### src/rtl/button_debouncer.sv
// Multi-channel push-button debouncer with press/release edge pulses.
// Each channel is synchronised, then debounced by counting consecutive
// SAMPLE_EN ticks that disagree with the current debounced level.
// Optional long-press detection is compiled in when the macro
// DEBOUNCE_LONGPRESS_EN is defined; otherwise LONG is tied to zero.
module button_debouncer #(
    parameter int NCH        = 5,
    parameter int NSAMP      = 4,
    parameter int LONG_TICKS = 1000
) (
    input  logic           CLK,
    input  logic           RST,
    input  logic           SAMPLE_EN,
    input  logic [NCH-1:0] BTN_IN,
    output logic [NCH-1:0] BTN_OUT,
    output logic [NCH-1:0] PRESS,
    output logic [NCH-1:0] RELEASE,
    output logic [NCH-1:0] LONG
);

    localparam int CW = $clog2(NSAMP + 1);

    // Reject parameter values outside the supported ranges at elaboration.
    if (NCH < 1 || NCH > 16) begin : g_bad_nch
        $error("button_debouncer: NCH out of range");
    end
    if (NSAMP < 2 || NSAMP > 15) begin : g_bad_nsamp
        $error("button_debouncer: NSAMP out of range");
    end
    if (LONG_TICKS < 2 || LONG_TICKS > 65535) begin : g_bad_long
        $error("button_debouncer: LONG_TICKS out of range");
    end

    logic [NCH-1:0] sync1_q;
    logic [NCH-1:0] sync2_q;
    logic [NCH-1:0] btn_q;
    logic [NCH-1:0] btn_d;
    logic [NCH-1:0] press_q;
    logic [NCH-1:0] press_d;
    logic [NCH-1:0] release_q;
    logic [NCH-1:0] release_d;
    logic [CW-1:0]  cnt_q [NCH];
    logic [CW-1:0]  cnt_d [NCH];

    // Two-flop synchroniser on every raw button level, running every clock.
    always_ff @(posedge CLK or posedge RST) begin
        if (RST) begin
            sync1_q <= '0;
            sync2_q <= '0;
        end else begin
            sync1_q <= BTN_IN;
            sync2_q <= sync1_q;
        end
    end

    // Agreement counting: a level change is accepted after NSAMP consecutive disagreeing ticks.
    always_comb begin
        btn_d     = btn_q;
        cnt_d     = cnt_q;
        press_d   = '0;
        release_d = '0;
        for (int i = 0; i < NCH; i++) begin
            if (SAMPLE_EN) begin
                if (sync2_q[i] != btn_q[i]) begin
                    if (cnt_q[i] == CW'(NSAMP - 1)) begin
                        btn_d[i]     = ~btn_q[i];
                        cnt_d[i]     = '0;
                        press_d[i]   = ~btn_q[i];
                        release_d[i] = btn_q[i];
                    end else begin
                        cnt_d[i] = cnt_q[i] + CW'(1);
                    end
                end else begin
                    cnt_d[i] = '0;
                end
            end
        end
    end

    // Debounced level, agreement counters and one-cycle edge pulses.
    always_ff @(posedge CLK or posedge RST) begin
        if (RST) begin
            btn_q     <= '0;
            press_q   <= '0;
            release_q <= '0;
            for (int i = 0; i < NCH; i++) begin
                cnt_q[i] <= '0;
            end
        end else begin
            btn_q     <= btn_d;
            press_q   <= press_d;
            release_q <= release_d;
            cnt_q     <= cnt_d;
        end
    end

    assign BTN_OUT = btn_q;
    assign PRESS   = press_q;
    assign RELEASE = release_q;

`ifdef DEBOUNCE_LONGPRESS_EN

    typedef enum logic [1:0] {
        ST_RELEASED = 2'd0,
        ST_PRESSED  = 2'd1,
        ST_HELD     = 2'd2
    } state_t;

    state_t         state_q [NCH];
    state_t         state_d [NCH];
    logic [15:0]    hold_q  [NCH];
    logic [15:0]    hold_d  [NCH];
    logic [NCH-1:0] long_q;
    logic [NCH-1:0] long_d;

    // Per-channel press-tracking FSM; an accepted release beats a long press on the same tick.
    always_comb begin
        state_d = state_q;
        hold_d  = hold_q;
        long_d  = '0;
        for (int i = 0; i < NCH; i++) begin
            if (SAMPLE_EN) begin
                case (state_q[i])
                    ST_RELEASED: begin
                        if (press_d[i]) begin
                            state_d[i] = ST_PRESSED;
                            hold_d[i]  = '0;
                        end
                    end
                    ST_PRESSED: begin
                        if (release_d[i]) begin
                            state_d[i] = ST_RELEASED;
                            hold_d[i]  = '0;
                        end else if (hold_q[i] + 16'd1 == 16'(LONG_TICKS)) begin
                            state_d[i] = ST_HELD;
                            hold_d[i]  = hold_q[i] + 16'd1;
                            long_d[i]  = 1'b1;
                        end else begin
                            hold_d[i] = hold_q[i] + 16'd1;
                        end
                    end
                    ST_HELD: begin
                        if (release_d[i]) begin
                            state_d[i] = ST_RELEASED;
                            hold_d[i]  = '0;
                        end
                    end
                    default: begin
                        state_d[i] = ST_RELEASED;
                        hold_d[i]  = '0;
                    end
                endcase
            end
        end
    end

    // Press-tracking state, hold counters and the long-press pulse register.
    always_ff @(posedge CLK or posedge RST) begin
        if (RST) begin
            long_q <= '0;
            for (int i = 0; i < NCH; i++) begin
                state_q[i] <= ST_RELEASED;
                hold_q[i]  <= '0;
            end
        end else begin
            long_q  <= long_d;
            state_q <= state_d;
            hold_q  <= hold_d;
        end
    end

    assign LONG = long_q;

`else

    assign LONG = '0;

`endif

endmodule

### config.mk
export PLATFORM = sky130hd
export DESIGN_NAME = button_debouncer
export DESIGN_NICKNAME = d
export VERILOG_FILES = /design/src/rtl/button_debouncer.sv
export SDC_FILE = /design/constraint.sdc
export NUM_CORES = 1
export LEC_CHECK = 0
export CAP_MARGIN = 30
export CORE_MARGIN = 3
export CORE_UTILIZATION = 31
export CTS_CLUSTER_SIZE = 16
export DETAILED_ROUTE_END_ITERATION = 7
export PLACE_DENSITY = 0.58
export SETUP_SLACK_MARGIN = 0.1
export SYNTH_ARGS = -nofsm -noshare
export SYNTH_HDL_FRONTEND = slang
export SYNTH_SLANG_ARGS = --single-unit
### constraint.sdc
create_clock -name CLK -period 2.1 [get_ports CLK]
set_input_delay 0.21 -clock CLK [delete_from_list [all_inputs] [get_ports CLK]]
set_output_delay 0.21 -clock CLK [all_outputs]
set_load 0.01 [all_outputs]
==> results.toml, run 1 <==
[run_status]
status = "finished clean"

[sta]
setup_viol = 0
fmaxAchievable_mhz = 673
setup_slack_ps = 614
rsz0062_at_grt = "false"
hold_violations = 0
post-route-period-util = 0.708
finalCriticalPeriod_ps = 1490
final.setup.tns_ps = 0
slew_violations = 0
fin_skew_ps = 5.96

[die]
coreArea_sq_um = 5240
dieArea_sq_um = 6470
fp.dieW_um = 80.4
die_y_um = 80.4
start_util = 0.328
row_count = 26
io_pins = 28

[logic_synthesis]
netlist_area_sq_um = 1720
synthTopCellsByArea = "dfrtp_1, nand3b_4, nand2b_1, mux2_4, nor3b_1"
synthCells = 130
yosys_warnings = 0
seq_area_frac_synth = 0.583
synth_seq_cells = 40
yosysTopAreaCell = "dfrtp_1"
syn_avg_cell_area_sq_um = 13.2
ys_types = 18
synth.top_cell.area_share = 0.583

[clock_tree]
clk_pin_slew_ps = 70
clk_latency_ps = 280
cts_sinks = 40
cts_tree = "done"
clk_path_buf_depth = 2
postCtsHoldBufs = 0
clock-root-buffer = "clkbuf_8"
htreeDepth = 2
cts-resized-gates = 0
post-cts-setup-buffers = 0
cts_made_buffers = 5

[placement]
port_buffers = 22
place_congestion = 0.692
place_ws_ps = 489
hpwl_um = 1840

[finish]
synthToLayoutAreaGrowth_pct = 20.8
diodes = 0
drive_gt1_frac = 0.115
final_nets = 170
post-route-util = 0.396

[routing]
routed_wl_um = 2630
drc_errors = 0
drt_iter0_markers = 37
ant_nets = 0
via_per_inst = 4.35
vias = 987
wl_per_cell_um = 11.6
drt_first_pass_iters = 4

[critical_path]
cp-start-kind = "flip-flop"
critPathMaxStageDelay_ps = 570
crit_chain = "clkdlybuf4s50_1"
r2r_end = "BTN_OUT[2]$_DFFE_PP0P_"
worstPathRequired_ps = 1890
reg2reg_from = "cnt_q[6]$_DFFE_PP0P_"
arrival_ps = 1280
cp_max_fo = 5
crit_end = "BTN_OUT[0]"
worst-setup-path-type = "flip-flop to output port"
rr_worst_depth = 3
crit_family = "buffers and inverters"
crit_cells = 1
cpMaxStageDelayCell = "clkdlybuf4s50_1"
crit_buf_inv = 1
critPathLaunch = "BTN_OUT[0]$_DFFE_PP0P_"
end_kind = "output port"
r2r_setup_slack_ps = 920

[global_route]
track_usage = 0.0914
grt_max_degree = 41
antenna_found_initial = 0
grt_pass1_wl_um = 4580
grt_pass1_vias = 1040
overflow = 0

[power]
vdd_drop_max_uv = 592
leakage_nw = 0.977
finalPower_mw = 2.38
power_density_nw_per_um2 = 1150

[hold_path]
hp-class = "input port to asynchronous set/reset pin"

[job]
max_cap_violations = 0
[through the flow]
stage	instances	area, sq um	hold WS [ps]
after floorplan	134	1730	241
after detailed placement	220	2000	336
final	227	2070	347
after global routing	227	2070	354
after global placement	220	2000	336
after CTS	227	2070	353
[area by class of cell]
cell class | count | area (sq um)
clock buffers | 6 | 72.6
flip-flops and latches | 40 | 1000
clock inverters | 1 | 5.00
repair buffers | 24 | 235
multi-input cells | 75 | 631
fillers | 484 | 3160
well taps | 70 | 87.6
inverters | 11 | 41.3
[sequential cells by signal, indices dropped and copies added (netlist names)]
register / cells
BTN_OUT: 5
PRESS: 5
RELEASE: 5
cnt_q: 15
sync1_q: 5
sync2_q: 5
[worst min path at each step]
stage	from	endpoint	slack (ps)	cells past startpoint
floorplan	BTN_IN[0]	sync1_q[0]$_DFF_PP0_	240	0
global placement	sync1_q[3]$_DFF_PP0_	sync2_q[3]$_DFF_PP0_	340	0
detailed placement	sync1_q[2]$_DFF_PP0_	sync2_q[2]$_DFF_PP0_	340	0
CTS	sync1_q[1]$_DFF_PP0_	sync2_q[1]$_DFF_PP0_	350	0
global route	BTN_IN[0]	sync1_q[0]$_DFF_PP0_	350	1
finish	RST	cnt_q[5]$_DFFE_PP0P_	350	3
[synthesized netlist by cell type (all sizes together)]
master / number
buf: 8
nand3b: 5
o31ai: 5
or2b: 1
xnor2: 5
o22ai: 6
conb: 1
inv: 11
mux2: 5
dfrtp: 40
nand2: 5
ha: 5
nand2b: 14
o32ai: 4
nor3b: 10
nor2b: 5
[per-layer routing]
layer | vias to the layer above | wire (um) | track usage
li1 | 478 | - | -
met1 | 487 | 1120 | 0.101
met2 | 18 | 1360 | 0.158
met3 | 4 | 100 | 0.0291
met4 | 0 | 46 | 0.0439
met5 | - | 0 | 0
[layout by cell type (no fill, tap or decap)]
master,count
o22ai_1,6
buf_4,2
o31ai_1,5
nand2_1,5
nor3b_1,10
clkbuf_8,5
o32ai_1,4
clkinv_2,1
or2b_1,1
dfrtp_1,40
mux2_4,5
inv_1,11
clkdlybuf4s50_1,22
ha_1,5
nand2b_1,14
conb_1,5
clkbuf_1,1
nor2b_1,5
nand3b_4,5
xnor2_1,5
[logic make-up (layout without fill, tap and decap cells)]
| group | Yosys count | count (layout) | share of synthesized area |
|---|---|---|---|
| mux | 5 | 5 | 0.0437 |
| fa+ha+maj | 5 | 5 | 0.0364 |
| other cells | 1 | 5 | 0.00218 |
| buf+inv | 19 | 42 | 0.0583 |
| compound gates | 15 | 15 | 0.0641 |
| flops | 40 | 40 | 0.583 |
| simple gates | 40 | 40 | 0.187 |
| xor+xnor | 5 | 5 | 0.0255 |
[report_power, final]
| part | internal [mW] | switching [mW] |
|---|---|---|
| clock network | 0.226 | 0.240 |
| registers | 0.977 | 0.187 |
| logic | 0.445 | 0.301 |
Note: power is estimated with default switching activity, not from simulation.
==> run 2: changes to the inputs <==
- clock period: 2.1 -> 1.4 ns (I/O delays scaled with it)
==> run 2 against run 1 <==
Compared with the run above: cell count rose by 1.8%; non-clock buffer count increased by 3; critical path type unchanged; die area unchanged; flip-flop and latch count unchanged; sequential power increased by 48%.
==> results.toml, run 2 (synthesized netlist as in run 1, its figures left out) <==
[placement]
place_area_sq_um = 2030
port_buffers = 22
hpwl_um = 1890
place_ws_ps = -38.4
place_congestion = 0.687
dp.cells = 221

[sta]
post-route-period-util = 0.906
setup_slack_ps = 132
setup_viol = 0
whs_ps = 221
fin_skew_ps = 4.88
rsz0062_at_grt = "false"
hold_violations = 0
final.setup.tns_ps = 0
fmaxAchievable_mhz = 788
slew_violations = 0
finalCriticalPeriod_ps = 1270

[routing]
via_per_inst = 4.43
ant_nets = 0
drc_errors = 0
vias = 1023
drt_iter0_markers = 35
routed_wl_um = 2630
drt_first_pass_iters = 4
wl_per_cell_um = 11.4

[clock_tree]
postCtsHoldBufs = 0
clk_latency_ps = 280
cts_made_buffers = 5
clock-root-buffer = "clkbuf_8"
cts_sinks = 40
clk_pin_slew_ps = 70
clk_path_buf_depth = 2
cts_tree = "done"
htreeDepth = 2

[finish]
final_nets = 173
seqCellArea_sq_um = 1000
final_common_cell = "dfrtp_1"
synthToLayoutAreaGrowth_pct = 25.5
largest-register = "cnt_q"
drive_gt1_frac = 0.143
fillers = 467
diodes = 0
final_cell_mix = "dfrtp_1, nand2b_1, inv_1"
multi_input_comb_area_sq_um = 638
final_cells = 231
largest_reg_flops = 15
final_area_sq_um = 2150
post-route-util = 0.411

[die]
coreArea_sq_um = 5240
fp.dieW_um = 80.4
start_util = 0.328
io_pins = 28
row_count = 26
die_y_um = 80.4
dieArea_sq_um = 6470

[critical_path]
crit_family = "buffers and inverters"
end_kind = "output port"
arrival_ps = 1130
cp-start-kind = "flip-flop"
critPathMaxStageDelay_ps = 530
cp_max_fo = 1
worst-setup-path-type = "flip-flop to output port"
worstPathRequired_ps = 1260
crit_buf_inv = 1
crit_chain = "clkdlybuf4s50_1"
cpMaxStageDelayCell = "clkdlybuf4s50_1"

[run_status]
status = "finished clean"

[power]
vdd_drop_max_uv = 905
leakage_nw = 1.17
power_density_nw_per_um2 = 1700
finalPower_mw = 3.66

[global_route]
grt_max_degree = 41
grt_pass1_wl_um = 4570
antenna_found_initial = 0
track_usage = 0.0914
overflow = 0
grt_pass1_vias = 1017

[job]
max_cap_violations = 0

[hold_path]
hp-class = "input port to asynchronous set/reset pin"
## run 2: changes by cell type in the layout (fill, tap and decap cells not counted), sizes merged
| cell | before | now |
|---|---|---|
| buf | 2 | 5 |
| clkinv | 1 | 0 |
| dlygate4sd2 | 0 | 6 |
| dlymetal6s2s | 0 | 8 |
| clkbuf | 6 | 8 |
| clkdlybuf4s50 | 22 | 8 |
## run 2: final cells by class
cell class	count	share of cell area
Sequential cell	40	0.465
Clock buffer	8	0.0418
Inverter	11	0.0192
Multi-Input combinational cell	75	0.296
Timing Repair Buffer	27	0.137
Tap cell	70	0.0407
## run 2: repair_timing
action                                  4_1_cts  5_1_grt
resized for setup                             7        9
buffers inserted                              2        0
hold endpoints to repair                      0        0
endpoints found under the setup margin        6        9
cloned                                        0        0
## run 2: layer usage
metal,GRT usage,share of wire,vias up
met3,0.0269,0.042,4
li1,-,-,487
met2,0.165,0.53,22
met1,0.102,0.42,510
met4,0.0304,0.012,0
met5,0,0,-
## run 2: path summary, 6_finish.rpt
check	startpoint	endpoint	slack, ps	cells past startpoint
min	RST	cnt_q[3]$_DFFE_PP0P_	220	3
max in group asynchronous	RST	BTN_OUT[0]$_DFFE_PP0P_	970	3
min reg2reg	sync1_q[1]$_DFF_PP0_	sync2_q[1]$_DFF_PP0_	350	0
max reg2reg	cnt_q[9]$_DFFE_PP0P_	cnt_q[10]$_DFFE_PP0P_	210	3
min in group CLK	BTN_IN[2]	sync1_q[2]$_DFF_PP0_	300	1
max	PRESS[4]$_DFF_PP0_	PRESS[4]	130	1
## run 2: power breakdown
group	switching [mW]	internal (mW)	leakage (nW)
sequential	0.255	1.47	0.517
clock	0.348	0.401	0.0455
combinational	0.513	0.673	0.611
==> run 3: changes to the inputs <==
- SLEW_MARGIN: unset -> 20
- TNS_END_PERCENT: unset -> 100
- clock period: 1.4 -> 1.6 ns (I/O delays scaled with it)
==> run 3 against run 2 <==
Compared with the run above: sequential power is 11% lower; clock-buffer cell count shrank 2; power fell by 13%; critical endpoint is now BTN_OUT[4].
==> results.toml, run 3 (synthesized netlist as in run 1, its figures left out) <==
[global_route]
antenna_found_initial = 0
grt_pass1_vias = 1040
track_usage = 0.0947
overflow = 0
grt_max_degree = 41
grt_pass1_wl_um = 4640

[placement]
port_buffers = 22
hpwl_um = 1860
place_congestion = 0.698

[finish]
largest-register = "cnt_q"
drive_gt1_frac = 0.127
synthToLayoutAreaGrowth_pct = 23.1
final_cell_mix = "dfrtp_1, clkdlybuf4s50_1, nand2b_1"
largest_reg_flops = 15
post-route-util = 0.403
final_nets = 170
final_common_cell = "dfrtp_1"
diodes = 0

[sta]
hold_violations = 0
finalCriticalPeriod_ps = 1440
fin_skew_ps = 7.86
rsz0062_at_grt = "false"
fmaxAchievable_mhz = 694
post-route-period-util = 0.901
slew_violations = 0
final.setup.tns_ps = 0
setup_viol = 0

[clock_tree]
post-cts-setup-buffers = 0
clk_pin_slew_ps = 80
clock-root-buffer = "clkbuf_8"
cts_tree = "done"
cts_made_buffers = 5
clk_path_buf_depth = 2
htreeDepth = 2
cts_sinks = 40
cts-resized-gates = 0
postCtsHoldBufs = 0
clk_latency_ps = 280

[critical_path]
r2r_setup_slack_ps = 400
rr_worst_depth = 3
end_kind = "output port"
reg2reg_from = "cnt_q[3]$_DFFE_PP0P_"
worstPathRequired_ps = 1440
cp-start-kind = "flip-flop"
cp_max_fo = 5
cpMaxStageDelayCell = "clkdlybuf4s50_1"
critPathMaxStageDelay_ps = 570
worst-setup-path-type = "flip-flop to output port"
crit_chain = "clkdlybuf4s50_1"
arrival_ps = 1280
crit_family = "buffers and inverters"
crit_buf_inv = 1
critPathLaunch = "BTN_OUT[4]$_DFFE_PP0P_"
r2r_end = "cnt_q[4]$_DFFE_PP0P_"

[job]
max_cap_violations = 0

[die]
die_y_um = 80.4
io_pins = 28
fp.dieW_um = 80.4
start_util = 0.328
coreArea_sq_um = 5240
row_count = 26
dieArea_sq_um = 6470

[routing]
drt_first_pass_iters = 4
drc_errors = 0
wl_per_cell_um = 11.8
routed_wl_um = 2680
ant_nets = 0
drt_iter0_markers = 28
via_per_inst = 4.39
vias = 1000

[run_status]
status = "finished clean"

[power]
vdd_drop_max_uv = 727
leakage_nw = 0.996
power_density_nw_per_um2 = 1510

[hold_path]
hp-class = "input port to asynchronous set/reset pin"
run 3: cell types whose count changed in the layout (fill, tap and decap cells not counted), sizes merged:
| cell | previous run | this run |
|---|---|---|
| buf | 5 | 2 |
| clkbuf | 8 | 6 |
| clkdlybuf4s50 | 8 | 22 |
| clkinv | 0 | 2 |
| dlygate4sd2 | 6 | 0 |
| dlymetal6s2s | 8 | 0 |
run 3: cell type report:
cell class              instances  area (sq um)
fillers                       494          3120
repair buffers                 24           260
flip-flops and latches         40          1000
clock buffers                   6          82.6
clock inverters                 2          10.0
well taps                      70          87.6
multi-input cells              75           631
inverters                      11          41.3
run 3: worst max path at each step:
stage | end | slack (ps) | cells after the start
6_report | BTN_OUT[4] | 160 | 1
5_1_grt | BTN_OUT[2] | 100 | 1
4_1_cts | BTN_OUT[1] | 150 | 1
3_5_place_dp | cnt_q[12]$_DFFE_PP0P_ | 130 | 4
3_3_place_gp | cnt_q[12]$_DFFE_PP0P_ | 190 | 4
2_1_floorplan | BTN_OUT[0]$_DFFE_PP0P_ | 490 | 3
run 3: tightest hold or removal path: stages:
cell and delay (ps):
clkdlybuf4s50_1 400, inv_1 100, buf_12 230
run 3: metal layers:
layer	GRT usage	vias up	share of wire
li1	-	480	-
met4	0.0490	0	0.024
met5	0	-	0
met2	0.152	19	0.51
met3	0.0348	5	0.048
met1	0.110	496	0.42
run 3: report_power, final:
part           leakage (nW)  total, mW  switching, mW  internal, mW
clock                0.0510      0.673          0.329         0.344
combinational         0.427      0.992          0.401         0.590
sequential            0.518       1.53          0.248          1.28
total                 0.996       3.19          0.979          2.22
run 3: metrics by stage:
step / area, sq um / std cells / power [mW] / worst slack, ps / hold slack (ps)
after floorplan: 1730 / 134 / 2.23 / 495 / 191
final: 2110 / 228 / 3.19 / 158 / 232
after global routing: 2110 / 228 / 3.42 / 103 / 271
after detailed placement: 2020 / 220 / 2.55 / 132 / 336
after global placement: 2020 / 220 / 2.47 / 187 / 335
after CTS: 2110 / 228 / 3.24 / 146 / 242
